### src/rtl/sd_sector_server_if.sv
// Initiator-side sector buffer port and backing-store port of the
// SD sector server, bundled so both ends share one declaration.
interface sd_sector_server_if #(
   parameter int LBA_W = 8,
   parameter int NDRV  = 3
) ();
   logic [31:0]          sd_lba;
   logic [NDRV-1:0]      sd_rd;
   logic [NDRV-1:0]      sd_wr;
   logic                 sd_ack;
   logic [8:0]           sd_buff_addr;
   logic [7:0]           sd_buff_dout;
   logic                 sd_buff_wr;
   logic [7:0]           sd_buff_din;
   logic [LBA_W+10:0]    mem_addr;
   logic                 mem_rd;
   logic                 mem_wr;
   logic [7:0]           mem_din;
   logic [7:0]           mem_dout;
   logic                 mem_ready;

   modport master (
      output sd_lba, sd_rd, sd_wr, sd_buff_din, mem_dout, mem_ready,
      input  sd_ack, sd_buff_addr, sd_buff_dout, sd_buff_wr,
      input  mem_addr, mem_rd, mem_wr, mem_din
   );

   modport slave (
      input  sd_lba, sd_rd, sd_wr, sd_buff_din, mem_dout, mem_ready,
      output sd_ack, sd_buff_addr, sd_buff_dout, sd_buff_wr,
      output mem_addr, mem_rd, mem_wr, mem_din
   );
endinterface

### src/rtl/sd_sector_server.sv
// Serves 512-byte sector reads/writes for several virtual drives,
// copying bytes between the initiator buffer and a byte-wide store.
module sd_sector_server #(
   parameter int LBA_W = 8,
   parameter int NDRV  = 3
) (
   input  logic              clk_sys,
   input  logic              areset,
   sd_sector_server_if.slave bus
);
   typedef enum logic [2:0] {
      IDLE, ACK, RD_REQ, RD_PUT, WR_ADDR, WR_LAT, WR_REQ, DONE
   } state_t;

   state_t            r_state;
   logic [1:0]        r_drv;
   logic [LBA_W-1:0]  r_lba;
   logic              r_is_rd;
   logic              r_oor;
   logic [8:0]        r_cnt;
   logic              r_ack;
   logic              r_buff_wr;
   logic [8:0]        r_buff_addr;
   logic [7:0]        r_buff_dout;
   logic              r_mem_rd;
   logic              r_mem_wr;
   logic [7:0]        r_mem_din;
   logic [LBA_W+10:0] r_mem_addr;

   logic [NDRV-1:0]   w_req;
   logic [31:0]       w_sel;
   logic              w_sel_rd;
   logic              w_lba_oor;
   logic              w_last;
   logic [8:0]        w_cnt_nx;

   assign w_req     = bus.sd_rd | bus.sd_wr;
   assign w_lba_oor = (bus.sd_lba >> LBA_W) != 32'd0;
   assign w_last    = r_cnt == 9'd511;
   assign w_cnt_nx  = r_cnt + 9'd1;

   // Descending scan so the lowest requesting drive wins.
   always_comb begin
      w_sel    = '0;
      w_sel_rd = 1'b0;
      for (int i = NDRV - 1; i >= 0; i--) begin
         if (w_req[i]) begin
            w_sel    = 32'(i);
            w_sel_rd = bus.sd_rd[i];
         end
      end
   end

   always_ff @(posedge clk_sys) begin
      if (areset) begin
         r_state     <= IDLE;
         r_drv       <= '0;
         r_lba       <= '0;
         r_is_rd     <= 1'b0;
         r_oor       <= 1'b0;
         r_cnt       <= '0;
         r_ack       <= 1'b0;
         r_buff_wr   <= 1'b0;
         r_buff_addr <= '0;
         r_buff_dout <= '0;
         r_mem_rd    <= 1'b0;
         r_mem_wr    <= 1'b0;
         r_mem_din   <= '0;
         r_mem_addr  <= '0;
      end else begin
         r_buff_wr <= 1'b0;
         unique case (r_state)
            IDLE: begin
               if (|w_req) begin
                  r_drv   <= w_sel[1:0];
                  r_lba   <= bus.sd_lba[LBA_W-1:0];
                  r_is_rd <= w_sel_rd;
                  r_oor   <= w_lba_oor || (w_sel > 32'd3);
                  r_ack   <= 1'b1;
                  r_state <= ACK;
               end
            end
            ACK: begin
               r_cnt <= '0;
               if (r_is_rd) begin
                  r_mem_rd   <= !r_oor;
                  r_mem_addr <= {r_drv, r_lba, 9'd0};
                  r_state    <= RD_REQ;
               end else begin
                  r_buff_addr <= '0;
                  r_state     <= WR_ADDR;
               end
            end
            RD_REQ: begin
               // Out-of-range sectors read as zeros with no store access.
               if (r_oor || bus.mem_ready) begin
                  r_mem_rd    <= 1'b0;
                  r_buff_dout <= r_oor ? 8'h00 : bus.mem_dout;
                  r_buff_wr   <= 1'b1;
                  r_buff_addr <= r_cnt;
                  r_state     <= RD_PUT;
               end
            end
            RD_PUT: begin
               if (w_last) begin
                  r_ack   <= 1'b0;
                  r_state <= DONE;
               end else begin
                  r_cnt      <= w_cnt_nx;
                  r_mem_rd   <= !r_oor;
                  r_mem_addr <= {r_drv, r_lba, w_cnt_nx};
                  r_state    <= RD_REQ;
               end
            end
            WR_ADDR: r_state <= WR_LAT;
            WR_LAT: begin
               r_mem_din  <= bus.sd_buff_din;
               r_mem_wr   <= !r_oor;
               r_mem_addr <= {r_drv, r_lba, r_cnt};
               r_state    <= WR_REQ;
            end
            WR_REQ: begin
               if (r_oor || bus.mem_ready) begin
                  r_mem_wr <= 1'b0;
                  if (w_last) begin
                     r_ack   <= 1'b0;
                     r_state <= DONE;
                  end else begin
                     r_cnt       <= w_cnt_nx;
                     r_buff_addr <= w_cnt_nx;
                     r_state     <= WR_ADDR;
                  end
               end
            end
            DONE: r_state <= IDLE;
         endcase
      end
   end

   assign bus.sd_ack       = r_ack;
   assign bus.sd_buff_addr = r_buff_addr;
   assign bus.sd_buff_dout = r_buff_dout;
   assign bus.sd_buff_wr   = r_buff_wr;
   assign bus.mem_addr     = r_mem_addr;
   assign bus.mem_rd       = r_mem_rd;
   assign bus.mem_wr       = r_mem_wr;
   assign bus.mem_din      = r_mem_din;
endmodule

### src/flat_wrapper.sv
// flat-port wrapper written by rule: the top's interface ports become plain ports
module sd_sector_server_flat 
#(
   parameter int LBA_W = 8,
   parameter int NDRV  = 3
)
  (clk_sys, areset, bus_sd_lba, bus_sd_rd, bus_sd_wr, bus_sd_buff_din, bus_mem_dout, bus_mem_ready, bus_sd_ack, bus_sd_buff_addr, bus_sd_buff_dout, bus_sd_buff_wr, bus_mem_addr, bus_mem_rd, bus_mem_wr, bus_mem_din);
  sd_sector_server_if #(.LBA_W(LBA_W), .NDRV(NDRV)) bus_i ();
  input  logic clk_sys;
  input  logic areset;
  input wire logic [$bits(bus_i.sd_lba)-1:0] bus_sd_lba;
  input wire logic [$bits(bus_i.sd_rd)-1:0] bus_sd_rd;
  input wire logic [$bits(bus_i.sd_wr)-1:0] bus_sd_wr;
  input wire logic [$bits(bus_i.sd_buff_din)-1:0] bus_sd_buff_din;
  input wire logic [$bits(bus_i.mem_dout)-1:0] bus_mem_dout;
  input wire logic [$bits(bus_i.mem_ready)-1:0] bus_mem_ready;
  output wire logic [$bits(bus_i.sd_ack)-1:0] bus_sd_ack;
  output wire logic [$bits(bus_i.sd_buff_addr)-1:0] bus_sd_buff_addr;
  output wire logic [$bits(bus_i.sd_buff_dout)-1:0] bus_sd_buff_dout;
  output wire logic [$bits(bus_i.sd_buff_wr)-1:0] bus_sd_buff_wr;
  output wire logic [$bits(bus_i.mem_addr)-1:0] bus_mem_addr;
  output wire logic [$bits(bus_i.mem_rd)-1:0] bus_mem_rd;
  output wire logic [$bits(bus_i.mem_wr)-1:0] bus_mem_wr;
  output wire logic [$bits(bus_i.mem_din)-1:0] bus_mem_din;
  assign bus_i.sd_lba = bus_sd_lba;
  assign bus_i.sd_rd = bus_sd_rd;
  assign bus_i.sd_wr = bus_sd_wr;
  assign bus_i.sd_buff_din = bus_sd_buff_din;
  assign bus_i.mem_dout = bus_mem_dout;
  assign bus_i.mem_ready = bus_mem_ready;
  assign bus_sd_ack = bus_i.sd_ack;
  assign bus_sd_buff_addr = bus_i.sd_buff_addr;
  assign bus_sd_buff_dout = bus_i.sd_buff_dout;
  assign bus_sd_buff_wr = bus_i.sd_buff_wr;
  assign bus_mem_addr = bus_i.mem_addr;
  assign bus_mem_rd = bus_i.mem_rd;
  assign bus_mem_wr = bus_i.mem_wr;
  assign bus_mem_din = bus_i.mem_din;
  sd_sector_server #(.LBA_W(LBA_W), .NDRV(NDRV)) u_core (.clk_sys(clk_sys), .areset(areset), .bus(bus_i));
endmodule
### config.mk
export PLATFORM = sky130hd
export DESIGN_NAME = sd_sector_server_flat
export DESIGN_NICKNAME = d
export VERILOG_FILES = /design/src/rtl/sd_sector_server_if.sv /design/src/rtl/sd_sector_server.sv /design/src/flat_wrapper.sv
export SDC_FILE = /design/constraint.sdc
export NUM_CORES = 1
export LEC_CHECK = 0
export CAP_MARGIN = 20
export CORE_UTILIZATION = 42
export CTS_CLUSTER_SIZE = 8
export DETAILED_ROUTE_END_ITERATION = 8
export GPL_TIMING_DRIVEN = 0
export PLACE_DENSITY_LB_ADDON = 0.15
export SLEW_MARGIN = 0
export SYNTH_ARGS = -nofsm -noshare
export SYNTH_HDL_FRONTEND = slang
export SYNTH_SLANG_ARGS = --single-unit
### constraint.sdc
create_clock -name clk_sys -period 2.2 [get_ports clk_sys]
set_input_delay 0.44 -clock clk_sys [delete_from_list [all_inputs] [get_ports clk_sys]]
set_output_delay 0.44 -clock clk_sys [all_outputs]
set_load 0.1 [all_outputs]
==> metrics, run 1 <==
Final setup viols=0; total number of vias=3382; post-detail-place hpwl=6.50 mm; power per cell area=~830 mW/mm^2; H-tree Lvls=3; die width=about 91 microns; maximum fanout along the worst path=8; Post-synth ARST share=0%; clock tree buffer depth=2; crit path launch type=flip-flop; HP Start=areset; unrepaired setup endpoints after global routing=no; total track usage=a little under a quarter; R2R depth=8; multi-input logic area=roughly 0.0017 sq mm; Worst EP arrival=2.34 ns; Switch Pwr=~1.4 mW; CTS tree=yes; clk_lat worst skew=between 0.3 and 0.4 ns; IO Pins=105; Fin Clk Skew=around 0.012 ns; Hold WS=0.315 ns; Clk pwr share=31.2%; FF+latch area=0.00145 sq mm; Synth area leaders=dfxtp_1, nand2_1, a21oi_1; Leak=1.85 nW; DRC errors left=0; Final Hold Fails=0; Post-synth top cells=nand2_1, dfxtp_1, a21oi_1, nor2_1, clkbuf_1; FF-to-FF Start=u_core.r_cnt[1]; Post-Synthesis Cell Area=0.00331 sq mm; WL/cell=between 10 and 15 microns; RePlAce Congestion=0.914; postcts setup bufs=0; slew of the pin with the lowest slew margin=between 1 and 1.5 ns; ANT cells=0; type of the most critical hold path=in -> reg; Crit Path Category=reg -> reg; remaining global-route overflow=0; number of CTS-inserted buffers=9; core area=just under 0.008 sq mm; Setup crit end=u_core.r_cnt[3]; maximum VDD drop=between 0.4 and 0.5 mV; Mapped Nets=481; main flop type after synthesis=dfxtp_1; share of cells above drive strength 1=a little over a tenth; EDFF count, synth=0; Synth Area per Inst=just under 8 sq um; Synth Warn #=0; final setup margin=0.134 ns; remaining antenna violation count after routing=0; Setup crit end kind=flip-flop; Rows=32; flop-to-flop setup slack=~0.13 ns; P&R area growth vs syn=42.0%; Cell Int Power=2.47 mW; Layout fillers=730; Yosys top cell area share=about 44%; number of port buffers=approximately 100; clock sink count=72; worst setup path startpoint=u_core.r_cnt[1]; die area=0.00824 sq mm; Iter 0 DRT Violations=~220; Via density=~5.3; first-pass GRT wire length=about 16 mm; final worst-path cycle share=between 90% and 100%; CTS Root Cell=clkbuf_8; post-synth cell types=50; Max-Cap Viols=0; outcome=finished clean; FMAX=between 400 and 500 MHz; drt first pass iters=5; FF-to-FF End=u_core.r_cnt[3]; Switching Share=approximately 36%; largest net degree at the start of global routing=13; Flop pwr share=roughly 37%; top-count cell post-synth=nand2_1; DIE HEIGHT=about 91 microns; flops & latches, synth=72; relative slew slack=between 30% and 40%; Routed WL=between 9 and 10 mm; max-slew violations=0; CTS clk-pin slew, worst paths=0.08 ns; Starting Density=a little over two fifths; Comb power frac=a little under a third; CP required=between 2 and 2.5 ns; pre-CTS WS=-0.420 ns; Synth Instances=about 420; crit path time final=around 2.1 ns; register area share after synthesis=43.5%; vias in the first global route=approximately 3300; NumNets Final=around 600; post-synth top area cell=dfxtp_1; Setup TNS Final=0 ns; initial antenna violation count=0
## layout make-up
type	count	area share, %
Buffer	29	3.54
Clock buffer	12	3.30
Clock inverter	4	1.62
Inverter	5	0.399
Multi-Input combinational cell	314	37.0
Sequential cell	72	30.8
Tap cell	102	2.71
Timing Repair Buffer	103	20.6
## cell usage in the layout, fill, tap and decap left out, types with 6 or more instances in the layout
master           count
nand2_1             83
o21ai_0             18
clkbuf_8            11
nor2_1              32
nand3_1             17
a21oi_1             51
a211oi_1             6
a21oi_2              8
nor3b_1              8
clkdlybuf4s50_1     55
clkbuf_1            17
nor3_1              16
nor4_1               8
dfxtp_1             68
dlygate4sd2_1       48
## cell families after synthesis
| kind of cell | count (synthesis) | share of synthesized area, % |
|---|---|---|
| AO/OA/AOI/OAI | 103 | 18.9 |
| flip-flops | 72 | 43.5 |
| XOR/XNOR | 7 | 1.85 |
| AND/OR/NAND/NOR | 199 | 28.4 |
| multiplexers | 3 | 0.982 |
| adder cells (fa/ha/maj) | 2 | 0.755 |
| buffers and inverters | 36 | 5.55 |
## worst min path at each step
stage | slack (ns) | to | cells after the start
final | 0.32 | u_core.r_cnt[0] | 2
after global routing | 0.32 | u_core.r_cnt[0] | 2
after CTS | 0.31 | u_core.r_cnt[0] | 2
after detailed placement | 0.44 | u_core.bus.mem_addr[16] | 2
after global placement | 0.44 | u_core.bus.mem_addr[11] | 2
after floorplan | 0.43 | u_core.bus.mem_addr[18] | 2
## critical path, cell delays in order, from the launching register on
cell and delay (ns):
dfxtp_1 0.47, ha_4 0.22, and4_1 0.26, ha_4 0.19, o21ba_4 0.18, a32o_2 0.33
o21ai_0 0.11, nand2_1 0.07, a21oi_1 0.14
## repair_timing
action	in CTS	in global routing
hold buffers	0	0
resized for setup	59	11
endpoints found under the setup margin	86	37
pin swaps	0	1
## state kept, by name (all words and copies together), names as in the netlist
signal	count
u_core.r_lba	8
u_core.r_cnt	9
u_core.bus.mem_wr	1
u_core.r_oor	1
u_core.bus.sd_buff_addr	9
u_core.r_drv	2
u_core.bus.sd_ack	1
u_core.bus.sd_buff_dout	8
u_core.r_state	3
u_core.bus.mem_din	8
u_core.bus.mem_rd	1
u_core.r_is_rd	1
u_core.bus.mem_addr	19
u_core.bus.sd_buff_wr	1
## metrics by stage
step | area, sq um | std cells | util (%) | power, mW
after detailed placement | 4470 | 627 | 58.2 | 2.72
after global placement | 4470 | 627 | 58.2 | 2.71
final | 4700 | 641 | 61.2 | 3.89
after CTS | 4650 | 641 | 60.5 | 3.89
after global routing | 4700 | 641 | 61.2 | 4.07
after floorplan | 3310 | 422 | - | 2.37
## metal layers
metal | track usage (%) | up-vias | routed length [microns]
met2 | 36.0 | 124 | 4200
li1 | - | 1699 | -
met1 | 31.7 | 1548 | 4220
met5 | 0 | - | 0
met4 | 9.92 | 0 | 152
met3 | 5.05 | 11 | 682
## power groups by stage
stage	clock [mW]	sequential [mW]	combinational [mW]
2_1_floorplan	0	1.88	0.487
3_3_place_gp	0	1.49	1.22
3_5_place_dp	0	1.49	1.23
4_1_cts	1.23	1.46	1.20
5_1_grt	1.28	1.47	1.31
6_report	1.22	1.46	1.22
No activity file was read; power rests on OpenSTA's default activity.
==> inputs of run 2 (changes only) <==
Settings changed: CORE_UTILIZATION 42 to 50.
Clock period 2.2 ns to 2.4 ns, I/O delays scaled along.
==> run 2 against run 1 <==
Against the previous run:
- sequential share of layout area rose by 0.19 points
- first-iteration DRC count is 28% lower
- largest cell class unchanged
- clock power fell by 16%
- core utilization up 12 points
- sequential power fell by 8%
- register-to-register slack hardly changed
- power fell by 9.9%
- global-route usage is 3.1 points higher
- critical path type is now reg -> out
==> metrics, run 2 (synthesis gave the netlist of run 1 again) <==
drt first pass iters=5 (unchanged); FF-to-FF End=u_core.bus.mem_addr[16] (was u_core.r_cnt[3]); outcome=finished clean (unchanged); remaining global-route overflow=0 (unchanged); number of CTS-inserted buffers=9 (unchanged); CP required=1.92 ns (was 2.47 ns); most frequent cells in the layout=clkdlybuf4s50_1, nand2_1, dfxtp_1 (was nand2_1, dfxtp_1, clkdlybuf4s50_1); Worst EP arrival=1.86 ns (was 2.34 ns); Fin Clk Skew=0.0103 ns (was 0.0118 ns); Crit path buffers/inverters=1 (was 0); Resized Gates After CTS=4 (was 59); maximum VDD drop=0.513 mV (was 0.450 mV); DRC errors left=0 (unchanged); Iter 0 DRT Violations=159 (was 221); HP Start=areset (unchanged); Hold WS=0.370 ns (was 0.315 ns); FF-to-FF Start=u_core.r_cnt[0] (was u_core.r_cnt[1]); WHS Path Cells=2 (unchanged); worst path cell trace=clkdlybuf4s50_1 (was ha_4 -> and4_1 -> ha_4 -> o21ba_4 -> a32o_2 -> o21ai_0 -> nand2_1 -> a21oi_1); FMAX=about 430 MHz; die area=0.00695 sq mm (was 0.00824 sq mm); CP max stage delay=1.15 ns (was 0.47 ns); IO Pins=105 (unchanged); WL/cell=14.8 microns (was 14.4 microns); Leak=1.61 nW (was 1.85 nW); DIE HEIGHT=83.4 microns (was 90.8 microns); Flop pwr share=38.2% (was 37.4%); Setup crit end kind=output port (was flip-flop); Largest register FFs=19 (unchanged); Routed WL=9.08 mm (was 9.25 mm); hold buffers post-CTS=0 (unchanged); power per cell area=753 mW/mm^2 (was 828 mW/mm^2); Final Hold Fails=0 (unchanged); NumNets Final=593 (unchanged); die width=83.4 microns (was 90.8 microns); first-pass GRT wire length=14.8 mm (was 15.5 mm); ANT cells=0 (unchanged); Switch Pwr=1.28 mW (was 1.42 mW); clk_lat worst skew=0.35 ns (about the same); Setup TNS Final=0 ns (unchanged); maximum fanout along the worst path=3 (was 8); Via density=5.54 (was 5.28); Comb power frac=32.5% (was 31.4%); Clk pwr share=29.3% (was 31.2%); final worst-path cycle share=97.7%; R2R depth=9 (was 8); Switching Share=36.6% (was 36.5%); cell depth of the worst setup path=1 (was 8); total number of vias=3406 (was 3382); postcts setup bufs=0 (unchanged); Max-Cap Viols=0 (unchanged); Cell Int Power=2.22 mW (was 2.47 mW); slew of the pin with the lowest slew margin=1.01 ns (about the same); total track usage=26.5% (was 23.4%); RePlAce Congestion=0.910 (was 0.914); post-detail-place hpwl=6.52 mm (was 6.50 mm); CTS tree=yes (unchanged); Rows=29 (was 32); Starting Density=51.9% (was 43.1%); CTS clk-pin slew, worst paths=0.08 ns (about the same); CTS Root Cell=clkbuf_8 (unchanged); slowest CP cell=clkdlybuf4s50_1 (was dfxtp_1); top cell family by delay on the critical path=buffers and inverters (was compound AO/OA/AOI/OAI gates); clock tree buffer depth=2 (unchanged); core area=0.00639 sq mm (was 0.00769 sq mm); Final setup viols=0 (unchanged); flop-to-flop setup slack=0.12 ns (was 0.13 ns); clock sink count=72 (unchanged); unrepaired setup endpoints after global routing=no (unchanged); Crit Path Category=reg -> out (was reg -> reg); remaining antenna violation count after routing=0 (unchanged); most common cell after layout, fill and taps aside=clkdlybuf4s50_1 (was nand2_1); vias in the first global route=3166 (was 3253); share of cells above drive strength 1=9.11% (was 10.6%); crit path launch type=flip-flop (unchanged); relative slew slack=32.5% (was 32.8%); crit path time final=roughly 2.3 ns; number of port buffers=103 (unchanged); max-slew violations=0 (unchanged); H-tree Lvls=3 (unchanged); P&R area growth vs syn=40.6% (was 42.0%); initial antenna violation count=0 (unchanged); largest net degree at the start of global routing=13 (unchanged); WHS Endpoint=u_core.r_cnt[0] (unchanged); type of the most critical hold path=in -> reg (unchanged)
-- run 2: changes by cell type in the layout (fill, tap and decap cells not counted), moves of 2 or more --
| cell | change |
|---|---|
| clkbuf_8 | -2 |
| clkdlybuf4s50_1 | +48 |
| clkinv_2 | +2 |
| dfxtp_1 | +2 |
| dlygate4sd2_1 | -48 |
| ha_4 | -2 |
-- run 2: layout make-up --
type	count	area [sq um]
fillers	497	1730
inverters	5	18.8
plain buffers	29	166
well taps	77	96.3
clock inverters	6	85.1
clock buffers	9	124
multi-input cells	314	1690
repair buffers	103	1030
flip-flops and latches	72	1440
-- run 2: layer usage --
layer	part of all wire, %	up-vias	GRT usage, %
met2	46	143	43.5
li1	-	1687	-
met5	0	-	0
met3	7.2	16	4.97
met1	45	1560	34.3
met4	1.9	0	10.7
-- run 2: how the worst max path moves through the flow --
| stage | from | end | slack (ns) |
|---|---|---|---|
| floorplan | u_core.r_cnt[4] | u_core.bus.mem_addr[6] | 0.22 |
| global placement | u_core.r_cnt[4] | u_core.bus.mem_addr[11] | -0.14 |
| detailed placement | u_core.r_cnt[4] | u_core.bus.mem_addr[13] | -0.22 |
| CTS | u_core.bus.sd_ack | bus_sd_ack | 0.06 |
| global route | u_core.r_cnt[5] | u_core.bus.mem_addr[13] | 0.0009 |
| finish | u_core.bus.mem_wr | bus_mem_wr | 0.06 |
-- run 2: per-stage QoR --
stage | instances | util [%] | total power [mW] | area [sq um] | setup WS [ns]
after CTS | 616 | 72.9 | 3.51 | 4650 | 0.0557
after detailed placement | 602 | 69.5 | 2.49 | 4440 | -0.223
after global routing | 615 | 72.9 | 3.65 | 4660 | 0.000881
after global placement | 602 | 69.5 | 2.47 | 4440 | -0.143
after floorplan | 422 | - | 2.17 | 3310 | 0.222
final | 615 | 72.9 | 3.51 | 4660 | 0.0561
-- run 2: power by group through the flow --
stage | registers [mW] | logic, mW | clock network, mW
after floorplan | 1.72 | 0.447 | 0
after global placement | 1.36 | 1.11 | 0
after detailed placement | 1.37 | 1.13 | 0
after CTS | 1.34 | 1.14 | 1.04
after global routing | 1.35 | 1.21 | 1.09
final | 1.34 | 1.14 | 1.03
